===== config.mk =====
export PLATFORM = sky130hd
export DESIGN_NAME = zigzag_blok_yerlestirici
export DESIGN_NICKNAME = d
export VERILOG_FILES = /design/src/rtl/zigzag_blok_yerlestirici.sv
export SDC_FILE = /design/constraint.sdc
export NUM_CORES = 1
export LEC_CHECK = 0
export CAP_MARGIN = 20
export CORE_MARGIN = 1.5
export CORE_UTILIZATION = 33
export CTS_CLUSTER_SIZE = 20
export DETAILED_ROUTE_END_ITERATION = 7
export SYNTH_ARGS = -nofsm -noshare
export SYNTH_HDL_FRONTEND = slang
export SYNTH_SLANG_ARGS = --single-unit

===== constraint.sdc =====
create_clock -name clk_i -period 3.5 [get_ports clk_i]
set_input_delay 0.7 -clock clk_i [delete_from_list [all_inputs] [get_ports clk_i]]
set_output_delay 0.7 -clock clk_i [all_outputs]
set_load 0.02 [all_outputs]

===== src/rtl/zigzag_blok_yerlestirici.sv =====
// Run-length to (row, col) placement stage between the Huffman decoder and the coefficient buffer.
// Optional zero-fill of skipped positions is enabled with `define ZZ_ZERO_FILL_EN.
module zigzag_blok_yerlestirici #(
   parameter int BLOCK_DIM = 8,
   parameter int DATA_W    = 16,
   parameter int RUN_W     = 4
) (
   input  logic                         clk_i,
   input  logic                         rst_i,
   input  logic [RUN_W-1:0]             hd_run_i,
   input  logic [DATA_W-1:0]            hd_veri_i,
   input  logic                         hd_son_i,
   input  logic                         hd_gecerli_i,
   output logic                         hd_hazir_o,
   output logic [DATA_W-1:0]            ct_veri_o,
   output logic [$clog2(BLOCK_DIM)-1:0] ct_row_o,
   output logic [$clog2(BLOCK_DIM)-1:0] ct_col_o,
   output logic                         ct_son_o,
   output logic                         ct_gecerli_o,
   input  logic                         ct_hazir_i,
   output logic                         hata_o
);

   localparam int AREA   = BLOCK_DIM * BLOCK_DIM;
   localparam int DIM_W  = $clog2(BLOCK_DIM);
   localparam int AREA_W = $clog2(AREA);
   localparam int T_W    = (RUN_W + 1 > AREA_W + 2) ? RUN_W + 1 : AREA_W + 2;

   localparam logic [T_W-1:0]    LAST_T   = T_W'(AREA - 1);
   localparam logic [AREA_W:0]   PTR_ONE  = (AREA_W + 1)'(1);
   localparam logic [AREA_W-1:0] LAST_IDX = AREA_W'(AREA - 1);

   typedef logic [AREA-1:0][2*DIM_W-1:0] zz_tbl_t;

   // Walk anti-diagonals; odd diagonals go down-left, even ones go up-right.
   function automatic zz_tbl_t build_zz();
      zz_tbl_t tbl;
      int      idx;
      int      r;
      int      c;
      tbl = '0;
      idx = 0;
      for (int s = 0; s < 2 * BLOCK_DIM - 1; s++) begin
         for (int k = 0; k < BLOCK_DIM; k++) begin
            r = (s % 2 == 1) ? k : BLOCK_DIM - 1 - k;
            c = s - r;
            if (c >= 0 && c < BLOCK_DIM) begin
               tbl[idx[AREA_W-1:0]] = {r[DIM_W-1:0], c[DIM_W-1:0]};
               idx++;
            end
         end
      end
      return tbl;
   endfunction

   // NOTE: the zigzag table is an elaboration-time constant, so it has no reset.
   localparam zz_tbl_t ZZ = build_zz();

   typedef enum logic [1:0] {
      KABUL  = 2'd0,
      AT     = 2'd1
`ifdef ZZ_ZERO_FILL_EN
      , DOLDUR = 2'd2
`endif
   } state_t;

   state_t              state_q, state_d;
   logic [AREA_W:0]     ptr_q, ptr_d;
   logic                hata_q, hata_d;
   logic [DATA_W-1:0]   veri_q, veri_d;
   logic [DIM_W-1:0]    row_q, row_d;
   logic [DIM_W-1:0]    col_q, col_d;
   logic                son_q, son_d;
   logic                gecerli_q, gecerli_d;

`ifdef ZZ_ZERO_FILL_EN
   logic [AREA_W-1:0]   tgt_q, tgt_d;
   logic [DATA_W-1:0]   val_q, val_d;
   logic                son_in_q, son_in_d;
   logic                tail_q, tail_d;
   logic [AREA_W-1:0]   p_idx;
   logic                ptr_last;
`endif

   logic                out_free;
   logic                accept;
   logic [T_W-1:0]      t;
   logic                ovf;
   logic                t_last;
   logic [AREA_W-1:0]   t_idx;
   logic                load;
   logic [DATA_W-1:0]   ld_veri;
   logic [AREA_W-1:0]   ld_idx;
   logic                ld_son;

   assign out_free   = !gecerli_q || ct_hazir_i;
   assign hd_hazir_o = !rst_i && (state_q == AT || (state_q == KABUL && out_free));
   assign accept     = hd_gecerli_i && hd_hazir_o;
   assign t          = T_W'(ptr_q) + T_W'(hd_run_i);
   assign ovf        = t > LAST_T;
   assign t_last     = t == LAST_T;
   assign t_idx      = t[AREA_W-1:0];
`ifdef ZZ_ZERO_FILL_EN
   assign p_idx      = ptr_q[AREA_W-1:0];
   assign ptr_last   = p_idx == LAST_IDX;
`endif

   always_comb begin
      // NOTE: every value written here gets a default first, so no latch is inferred.
      state_d   = state_q;
      ptr_d     = ptr_q;
      hata_d    = hata_q;
      load      = 1'b0;
      ld_veri   = '0;
      ld_idx    = '0;
      ld_son    = 1'b0;
`ifdef ZZ_ZERO_FILL_EN
      tgt_d     = tgt_q;
      val_d     = val_q;
      son_in_d  = son_in_q;
      tail_d    = tail_q;
`endif

      case (state_q)
         KABUL: begin
            if (accept) begin
`ifdef ZZ_ZERO_FILL_EN
               load = 1'b1;
               if (ovf) begin
                  hata_d   = 1'b1;
                  ld_idx   = p_idx;
                  ld_son   = ptr_last;
                  son_in_d = hd_son_i;
                  if (ptr_last) begin
                     ptr_d   = '0;
                     state_d = hd_son_i ? KABUL : AT;
                  end else begin
                     ptr_d   = ptr_q + PTR_ONE;
                     tail_d  = 1'b1;
                     state_d = DOLDUR;
                  end
               end else if (hd_run_i != '0) begin
                  ld_idx   = p_idx;
                  ptr_d    = ptr_q + PTR_ONE;
                  tgt_d    = t_idx;
                  val_d    = hd_veri_i;
                  son_in_d = hd_son_i;
                  tail_d   = 1'b0;
                  state_d  = DOLDUR;
               end else begin
                  ld_veri = hd_veri_i;
                  ld_idx  = t_idx;
                  ld_son  = t_last;
                  if (t_last) begin
                     ptr_d = '0;
                  end else begin
                     ptr_d = t[AREA_W:0] + PTR_ONE;
                     if (hd_son_i) begin
                        tail_d   = 1'b1;
                        son_in_d = 1'b1;
                        state_d  = DOLDUR;
                     end
                  end
               end
`else
               load = 1'b1;
               if (ovf) begin
                  // Close the block downstream with a zero at the final position.
                  hata_d = 1'b1;
                  ld_idx = LAST_IDX;
                  ld_son = 1'b1;
                  if (hd_son_i) ptr_d = '0;
                  else          state_d = AT;
               end else begin
                  ld_veri = hd_veri_i;
                  ld_idx  = t_idx;
                  ld_son  = hd_son_i || t_last;
                  ptr_d   = (hd_son_i || t_last) ? '0 : t[AREA_W:0] + PTR_ONE;
               end
`endif
            end
         end
`ifdef ZZ_ZERO_FILL_EN
         DOLDUR: begin
            if (out_free) begin
               load   = 1'b1;
               ld_idx = p_idx;
               ld_son = ptr_last;
               if (tail_q || p_idx != tgt_q) begin
                  if (ptr_last) begin
                     ptr_d   = '0;
                     tail_d  = 1'b0;
                     state_d = son_in_q ? KABUL : AT;
                  end else begin
                     ptr_d = ptr_q + PTR_ONE;
                  end
               end else begin
                  ld_veri = val_q;
                  if (ptr_last) begin
                     ptr_d   = '0;
                     state_d = KABUL;
                  end else begin
                     ptr_d = ptr_q + PTR_ONE;
                     if (son_in_q) tail_d = 1'b1;
                     else          state_d = KABUL;
                  end
               end
            end
         end
`endif
         AT: begin
            if (accept && hd_son_i) begin
               ptr_d   = '0;
               state_d = KABUL;
            end
         end
         default: state_d = KABUL;
      endcase

      veri_d    = veri_q;
      row_d     = row_q;
      col_d     = col_q;
      son_d     = son_q;
      gecerli_d = gecerli_q && !ct_hazir_i;
      if (load) begin
         veri_d    = ld_veri;
         row_d     = ZZ[ld_idx][2*DIM_W-1:DIM_W];
         col_d     = ZZ[ld_idx][DIM_W-1:0];
         son_d     = ld_son;
         gecerli_d = 1'b1;
      end
   end

   // NOTE: sequential state uses non-blocking assignments only, so every flop samples pre-edge values.
   always_ff @(posedge clk_i) begin
      if (rst_i) begin
         state_q   <= KABUL;
         ptr_q     <= '0;
         hata_q    <= 1'b0;
         veri_q    <= '0;
         row_q     <= '0;
         col_q     <= '0;
         son_q     <= 1'b0;
         gecerli_q <= 1'b0;
`ifdef ZZ_ZERO_FILL_EN
         tgt_q     <= '0;
         val_q     <= '0;
         son_in_q  <= 1'b0;
         tail_q    <= 1'b0;
`endif
      end else begin
         state_q   <= state_d;
         ptr_q     <= ptr_d;
         hata_q    <= hata_d;
         veri_q    <= veri_d;
         row_q     <= row_d;
         col_q     <= col_d;
         son_q     <= son_d;
         gecerli_q <= gecerli_d;
`ifdef ZZ_ZERO_FILL_EN
         tgt_q     <= tgt_d;
         val_q     <= val_d;
         son_in_q  <= son_in_d;
         tail_q    <= tail_d;
`endif
      end
   end

   assign ct_veri_o    = veri_q;
   assign ct_row_o     = row_q;
   assign ct_col_o     = col_q;
   assign ct_son_o     = son_q;
   assign ct_gecerli_o = gecerli_q;
   assign hata_o       = hata_q;

endmodule


Yosys cells after proc, flatten, opt, wreduce, memory -nomap -nowiden
Memories as Yosys holds them, arrays and structs flattened. A register that Yosys moved wholly into a read port is not among the register bits.
Cells that the tools add are included.
Storage, ports and cells
  bits of input ports: 25
  word-level logic and storage cells: 56
  output and inout bits: 26
  register bits: 28
  memory bits (read-only): 384
  memories kept: 1
Cells by class
  mux-type cells: 23
  reduce and logical (&&, ||, !) cells: 16
  add/sub/neg operators: 2
  equal/unequal tests: 7
  magnitude comparators: 1
Memory list
  (no name shown): depth 64, bits a word 6, rd ports 1, clocked after memory_dff 1, write ports 0, line 228  | col_d = ZZ[ld_idx][DIM_W-1:0];
Operators by type and width (number)
  two-way mux 16 bit: 3
  two-way mux 7 bit: 5
  two-way mux 6 bit: 3
  case mux 7 bit (2 select lines): 1
  adder 7 x 4 -> 8 bit: 1
  equality test 8 x 6 -> 1 bit, second input constant: 1
  > comparator 8 x 6 -> 1 bit, second input constant: 1
  two-way mux 2 bit: 4
  AND reduction 4 bit: 2
  adder 7 x 1 -> 7 bit, second input constant: 1
  two-way mux 1 bit: 6
  inequality test 2 bit, second input constant: 3
  logical AND 1 bit: 5
  case mux 2 bit (2 select lines): 1
  zero test 1 bit: 3
  logical OR 1 bit: 3
  inequality test 3 bit, second input constant: 1
  AND reduction 3 bit: 1
  equality test 2 x 1 -> 1 bit, second input constant: 1
  zero test 2 bit: 1
  inequality test 2 x 1 -> 1 bit, second input constant: 1
  nonzero test 2 bit: 1

Longest topological paths before layout
Gate-level depths: netlist of run 1.
  depth after elaboration: 9
  gate-level depth with buffers: 15

Worst setup path before layout of run 1
Ideal clock, no wire load.
  path kind: input to register
  from: in hd_run_i[0]
  to: reg row_q[1] (netlist: ct_row_o[1])
  path slack: -213 ps
  data arrival time: 3629 ps
  setup time: 84 ps
  required time: 3416 ps
  buffers on the path: 0
  cell stages on the path: 12
  cell sequence: ha_1 > inv_1 > fa_1 > nand2b_4 > a211oi_2 > mux2_4 > o21ai_0 > ha_1 > nor2_2 > a211oi_1 > o311a_1 > o31ai_2
Between the ends
  longest elaborated chain between the ends: 5
Ends and longest elaborated chain
  from (decl): line 10  | input logic [RUN_W-1:0] hd_run_i,
  adder 7 x 4 -> 8 bit *: line 99  | assign t = T_W'(ptr_q) + T_W'(hd_run_i);
  > comparator 8 x 6 -> 1 bit: line 100  | assign ovf = t > LAST_T;
  two-way mux 6 bit *: line 167  | if (ovf) begin
  two-way mux 6 bit *: line 126  | if (accept) begin
  two-way mux 6 bit *: line 124  | case (state_q)
  to (decl): line 71  | logic [DIM_W-1:0] row_q, row_d;
Mark *: on every way between the ends. The rest lies on a longest branch, timed or not.
A chain may end at the register's enable or synchronous reset.

Worst setup path after layout of run 1
  from: in hd_run_i[2]
  to: reg col_q[1] (netlist: ct_col_o[1])
Between the ends
  longest elaborated chain between the ends: 5
Ends and longest elaborated chain
  adder 7 x 4 -> 8 bit *: line 99
  > comparator 8 x 6 -> 1 bit: line 100
  two-way mux 6 bit *: line 167
  two-way mux 6 bit *: line 126
  two-way mux 6 bit *: line 124
  to (decl): line 72  | logic [DIM_W-1:0] col_q, col_d;
Marks and branches as above.

==> flow_metrics.env, run 1 <==
export IMPL_status="completed"
export IMPL_grt_pass1_vias=2532
export IMPL_dieWidth_um=88.4
export IMPL_worst_setup_path_end_kind="register"
export IMPL_layout_commonest_cell="buf_4"
export IMPL_nFillCells=704
export IMPL_die_area_um2=7820
export IMPL_syn2layout_area_growth_pct=50.8
export IMPL_critical_path_peak_fanout=3
export IMPL_syn_area_um2=2410
export IMPL_ctsLongestPathBuffers=2
export IMPL_totalWireLength_um=7910
export IMPL_grt_util_all_layers_pct=21.0
export IMPL_syn_nets=351
export IMPL_drc=0
export IMPL_fin_skew_ps=15.0
export IMPL_mostFrequentLayoutCells="buf_4, clkdlybuf4s50_1, a21oi_1"
export IMPL_dp_slack_ps=-394
export IMPL_met3_usage_pct=4.20
export IMPL_grt_overflow=0
export IMPL_start_util_pct=34.9
export IMPL_drv_slew=0
export IMPL_numClockSinks=33
export IMPL_worstMarginPinSlew_ps=613
export IMPL_finalCoreUtilization_pct=52.6
export IMPL_peakVddDrop_mv=0.139
export IMPL_fin_crit_ps=3280
export IMPL_synthXorXnorAreaFrac_pct=5.04
export IMPL_wl_per_cell_um=15.7
export IMPL_power_frac_comb_pct=32.9
export IMPL_crit_arrival_ps=3450
export IMPL_io_pins=51
export IMPL_ys_ff_latch=33
export IMPL_via_per_inst=5.40
export IMPL_drive_gt1_share_pct=26.7
export IMPL_avgSynthCellArea_um2=7.79
export IMPL_grt_max_degree=34
export IMPL_start_kind="input port"
export IMPL_hold_class="reg2reg"
export IMPL_port_buffers=50
export IMPL_n_antenna_cell=0
export IMPL_gp_congestion=0.941
export IMPL_internal_power_mw=0.688
export IMPL_htreeDepth=2
export IMPL_synthDistinctLibCells=55
export IMPL_clk_pin_slew_ps=70
export IMPL_p_switching_mw=0.340
export IMPL_antenna_found_initial=0
export IMPL_initialDrtViolationCount=290
export IMPL_cts_tree="yes"
export IMPL_finalSetupTns_ps=0
export IMPL_core_region_area_um2=6910
export IMPL_cap_viol_max_count=0
export IMPL_top_usage_layer="met2"
export IMPL_grt_pass1_wl_um=12600
export IMPL_p_leak_nw=1.39
export IMPL_cts_buffers=5
export IMPL_worst_slack_ps=217
export IMPL_required_ps=3670
export IMPL_setup_violations=0
export IMPL_maxSlewHeadroom_pct=58.8
export IMPL_synth_compound_area_share_pct=29.7
export IMPL_use_met2_pct=31.0
export IMPL_vias=2724
export IMPL_ant_nets=0
export IMPL_synth_top_family_by_area="compound AO/OA/AOI/OAI gates"
export IMPL_yosys_area_share_simple_pct=20.0
export IMPL_synth_seq_area_share_pct=27.4
export IMPL_holdWs_ps=451
export IMPL_num_rows=30
export IMPL_worstSkewPairLatency_ps=300
export IMPL_grt_use_met1_pct=30.0
export IMPL_hold_viol=0
export IMPL_die_y_um=88.4
export IMPL_synth_cells=309
export IMPL_root_buffer="clkbuf_8"
export IMPL_clock_power_share_pct=28.3
export IMPL_synth_flop_cell="dfxtp_1"
export IMPL_rsz0062_at_grt="false"
export IMPL_worstSetupPathType="in2reg"
export IMPL_hpwl_um=5950
export IMPL_pwr_share_seq_pct=38.9
export IMPL_ys_async_sr_fraction_pct=0
export IMPL_fin_crit_sh_pct=93.8
export IMPL_synth_edff_count=0
export IMPL_p_sw_share_pct=33.1
export IMPL_power_mw=1.03
export IMPL_powerDensity_nw_per_um2=283
export IMPL_hold_buffers=0
export IMPL_timing_reg2reg_setup_slack_ps=380
export IMPL_yosysWarningCount=0
export IMPL_clock_fmax_ghz=0.305
export IMPL_synth_adder_area_share_pct=9.14
export IMPL_first_pass_iters=6
export IMPL_nets=449
export IMPL_synth_mux_area_share_pct=2.70
-- routing by layer --
metal	wire length [um]	part of all wire [%]
met1	3680	47
met2	3450	44
met3	589	7.4
met4	189	2.4
met5	0	0
-- cells in the mapped netlist (all sizes together) (2+ instances only) --
library cell  instances  share of area (%)
mux2i                 5                2.1
nand3                26                5.4
o311a                 2               0.83
xnor2                11                4.3
o21ai                14                3.7
inv                  11                1.7
dfxtp                33                 27
and3                  5                1.3
nor2                 29                4.7
buf                  13                3.0
o22ai                 4                1.0
clkbuf                8                1.2
xor2                  2               0.73
a2111oi               2                1.5
a21oi                37                7.8
nor3                  5                1.0
a31o                  2               0.73
a221oi                2               0.73
a311oi                2               0.73
a211oi                7                2.4
o31ai                 3                1.1
a31oi                 7                1.8
a22oi                 5                1.6
o211ai                2               0.62
o32ai                 2               0.73
nand2                34                5.3
nand2b                3                1.1
ha                   16                8.3
o221ai                4                1.5
-- sequential cells by signal, summed over array words and instances (netlist names) --
| name | cells |
|---|---|
| ptr_q | 7 |
| state_q | 1 |
| ct_row_o | 3 |
| ct_gecerli_o | 1 |
| ct_veri_o | 16 |
| hata_o | 1 |
| ct_son_o | 1 |
| ct_col_o | 3 |
-- repair_timing --
action	4_1_cts	5_1_grt
endpoints found under the hold margin	0	0
resized for setup	3	28
setup endpoints to repair	3	12
pin swaps	2	13
setup buffers	0	3
-- kinds of logic after synthesis --
kind of cell | after synthesis
fa+ha+maj | 17
buf+inv | 32
compound gates | 102
xor+xnor | 13
flops | 33
simple gates | 106
mux | 6
-- power groups by stage --
| stage | Combinational, mW | Clock (mW) | Sequential [mW] |
|---|---|---|---|
| floorplan | 0.160 | 0 | 0.424 |
| global placement | 0.322 | 0 | 0.408 |
| detailed placement | 0.320 | 0 | 0.408 |
| CTS | 0.322 | 0.301 | 0.399 |
| global route | 0.366 | 0.312 | 0.401 |
| finish | 0.338 | 0.291 | 0.400 |
-- path summary, 6_finish.rpt --
kind                                    from            to  depth (start not counted)
worst max-delay path             hd_run_i[2]   ct_col_o[1]                         12
worst max register to register      ptr_q[0]   ct_col_o[1]                         13
worst min-delay path            ct_veri_o[3]  ct_veri_o[3]                          2
worst min register to register  ct_veri_o[3]  ct_veri_o[3]                          2
-- worst max-delay path: stages --
cell and delay, ps:
clkdlybuf4s50_1 400, ha_1 380, nand3_1 120, o211ai_1 370
mux2i_2 150, a21oi_2 250, inv_1 150, buf_4 180
ha_2 180, o22a_1 210, a221oi_2 240, a211oi_1 100
-- per-stage QoR --
step / area, um2 / std cells
6_report: 3630 / 504
5_1_grt: 3630 / 504
4_1_cts: 3490 / 501
3_5_place_dp: 3390 / 493
3_3_place_gp: 3390 / 493
2_1_floorplan: 2430 / 309
-- area by class of cell --
type	count	area, um2	area share, %
multi-input cells	244	1740	47.9
repair buffers	112	982	27.1
flip-flops and latches	33	661	18.2
well taps	96	120	3.31
clock buffers	5	68.8	1.90
inverters	11	41.3	1.14
clock inverters	3	17.5	0.482
No activity file was read; power rests on OpenSTA's default activity.
==> inputs of run 2 (changes only) <==
--- a/config.mk
+++ b/config.mk
@@ -6,10 +6,10 @@
 export NUM_CORES = 1
 export LEC_CHECK = 0
 export CAP_MARGIN = 20
-export CORE_MARGIN = 1.5
-export CORE_UTILIZATION = 33
+export CORE_UTILIZATION = 46
 export CTS_CLUSTER_SIZE = 20
 export DETAILED_ROUTE_END_ITERATION = 7
+export PLACE_DENSITY = 0.76
 export SYNTH_ARGS = -nofsm -noshare
 export SYNTH_HDL_FRONTEND = slang
 export SYNTH_SLANG_ARGS = --single-unit
==> flow_metrics.env, run 2 (synthesis gave the netlist of run 1 again) <==
export IMPL_p_leak_nw=1.37
export IMPL_worst_setup_path_end_kind="register"
export IMPL_antenna_found_initial=0
export IMPL_layout_commonest_cell="buf_4"
export IMPL_grt_pass1_vias=2574
export IMPL_grt_pass1_wl_um=12600
export IMPL_die_area_um2=5530
export IMPL_violations="setup timing"
export IMPL_crit_arrival_ps=3690
export IMPL_fin_skew_ps=6.65
export IMPL_wl_per_cell_um=17.3
export IMPL_clk_pin_slew_ps=70
export IMPL_worst_slack_ps=-30.7
export IMPL_timing_reg2reg_setup_slack_ps=230
export IMPL_initialDrtViolationCount=284
export IMPL_port_buffers=50
export IMPL_worstMarginPinSlew_ps=694
export IMPL_reg2reg_from="ptr_q[0]"
export IMPL_syn2layout_area_growth_pct=50.0
export IMPL_worstSetupPathType="in2reg"
export IMPL_maxSlewHeadroom_pct=53.6
export IMPL_io_pins=51
export IMPL_drive_gt1_share_pct=24.9
export IMPL_cap_viol_max_count=0
export IMPL_hpwl_um=5570
export IMPL_drv_slew=0
export IMPL_status="complete, but fails checks"
export IMPL_worstSkewPairLatency_ps=290
export IMPL_die_y_um=74.4
export IMPL_whs_endpoint="ct_veri_o[1]"
export IMPL_start_kind="input port"
export IMPL_grt_util_all_layers_pct=30.3
export IMPL_critical_path_peak_fanout=6
export IMPL_grt_max_degree=35
export IMPL_powerDensity_nw_per_um2=310
export IMPL_fin_crit_sh_pct=101
export IMPL_dieWidth_um=74.4
export IMPL_num_rows=25
export IMPL_r2r_end="ct_col_o[0]"
export IMPL_mostFrequentLayoutCells="buf_4, clkdlybuf4s50_1, a21oi_1"
export IMPL_hold_buffers=0
export IMPL_first_pass_iters=6
export IMPL_fin_crit_ps=3530
export IMPL_setup_violations=2
export IMPL_core_region_area_um2=4880
export IMPL_grt_overflow=0
export IMPL_rsz0062_at_grt="true"
export IMPL_holdPathStages=2
export IMPL_start_util_pct=49.4
export IMPL_hold_class="reg2reg"
export IMPL_reg2reg_depth=15
export IMPL_nFillCells=397
export IMPL_cts_buffers=5
export IMPL_power_mw=1.12
export IMPL_peakVddDrop_mv=0.177
export IMPL_ant_nets=0
export IMPL_totalWireLength_um=8180
export IMPL_n_antenna_cell=0
export IMPL_nets=447
export IMPL_hold_viol=0
export IMPL_finalCoreUtilization_pct=74.0
export IMPL_via_per_inst=6.01
export IMPL_vias=2842
export IMPL_drc=0
export IMPL_ctsLongestPathBuffers=2
export IMPL_largest_register_ffs=16
export IMPL_gp_congestion=0.964
export IMPL_root_buffer="clkbuf_8"
export IMPL_htreeDepth=2
export IMPL_worstHoldStart="ct_veri_o[1]"
export IMPL_numClockSinks=33
export IMPL_dp_slack_ps=-364
export IMPL_cts_tree="yes"
export IMPL_required_ps=3660
export IMPL_clock_fmax_ghz=0.283
## run 2: worst max path at each step
stage / startpoint / end / slack [ps]
finish: hd_run_i[0] / ct_col_o[0] / -30
global route: hd_run_i[0] / ct_col_o[1] / -90
CTS: hd_run_i[3] / ct_col_o[1] / 80
detailed placement: hd_run_i[0] / ct_col_o[1] / -360
global placement: hd_run_i[0] / ct_row_o[1] / -280
floorplan: hd_run_i[0] / ct_col_o[1] / 80
## run 2: layer usage
layer,GRT usage [%],vias up,wire length (um)
li1,-,1314,-
met1,39.3,1337,3430
met2,48.4,160,3850
met3,7.45,31,669
met4,11.3,0,223
met5,0,-,0
## run 2: cell type report
type / count / area (um2) / area share [%]
clock inverter: 1 / 30.0 / 0.831
multi-input combinational: 244 / 1730 / 48.0
sequential: 33 / 661 / 18.3
tap: 67 / 83.8 / 2.32
clock buffer: 7 / 86.3 / 2.39
timing repair buffer: 110 / 972 / 26.9
inverter: 11 / 45.0 / 1.25
## run 2: critical path, cell delays in order
cell and delay [ps]:
dlygate4sd2_1 200, ha_2 180, inv_2 50, fa_2 370, nand2b_4 170, a211oi_4 260
buf_4 170, mux2i_2 310, a21oi_2 130, buf_4 160, ha_4 310, a21oi_1 80
a21oi_1 170, o21ai_0 90, a221oi_1 260, nor4_1 80
## run 2: stage by stage
step	area, um2	hold WS (ps)	TNS (ps)	std cells
3_5_place_dp	3300	443	-3570	455
5_1_grt	3610	472	-224	473
6_report	3610	448	-39.1	473
2_1_floorplan	2430	482	0	309
4_1_cts	3550	452	0	470
3_3_place_gp	3300	437	-2620	455
## run 2: repair_timing
action / in CTS / in global routing
gates cloned: 0 / 0
pin swaps: 8 / 5
setup endpoints to repair: 5 / 5
gates resized for setup: 21 / 6
buffers inserted: 7 / 3
## run 2: power by group
| group | switching [mW] | total (mW) | internal (mW) | leakage (nW) |
|---|---|---|---|---|
| logic | 0.182 | 0.344 | 0.161 | 1.04 |
| registers | 0.00899 | 0.400 | 0.391 | 0.269 |
| clock network | 0.145 | 0.377 | 0.232 | 0.0585 |
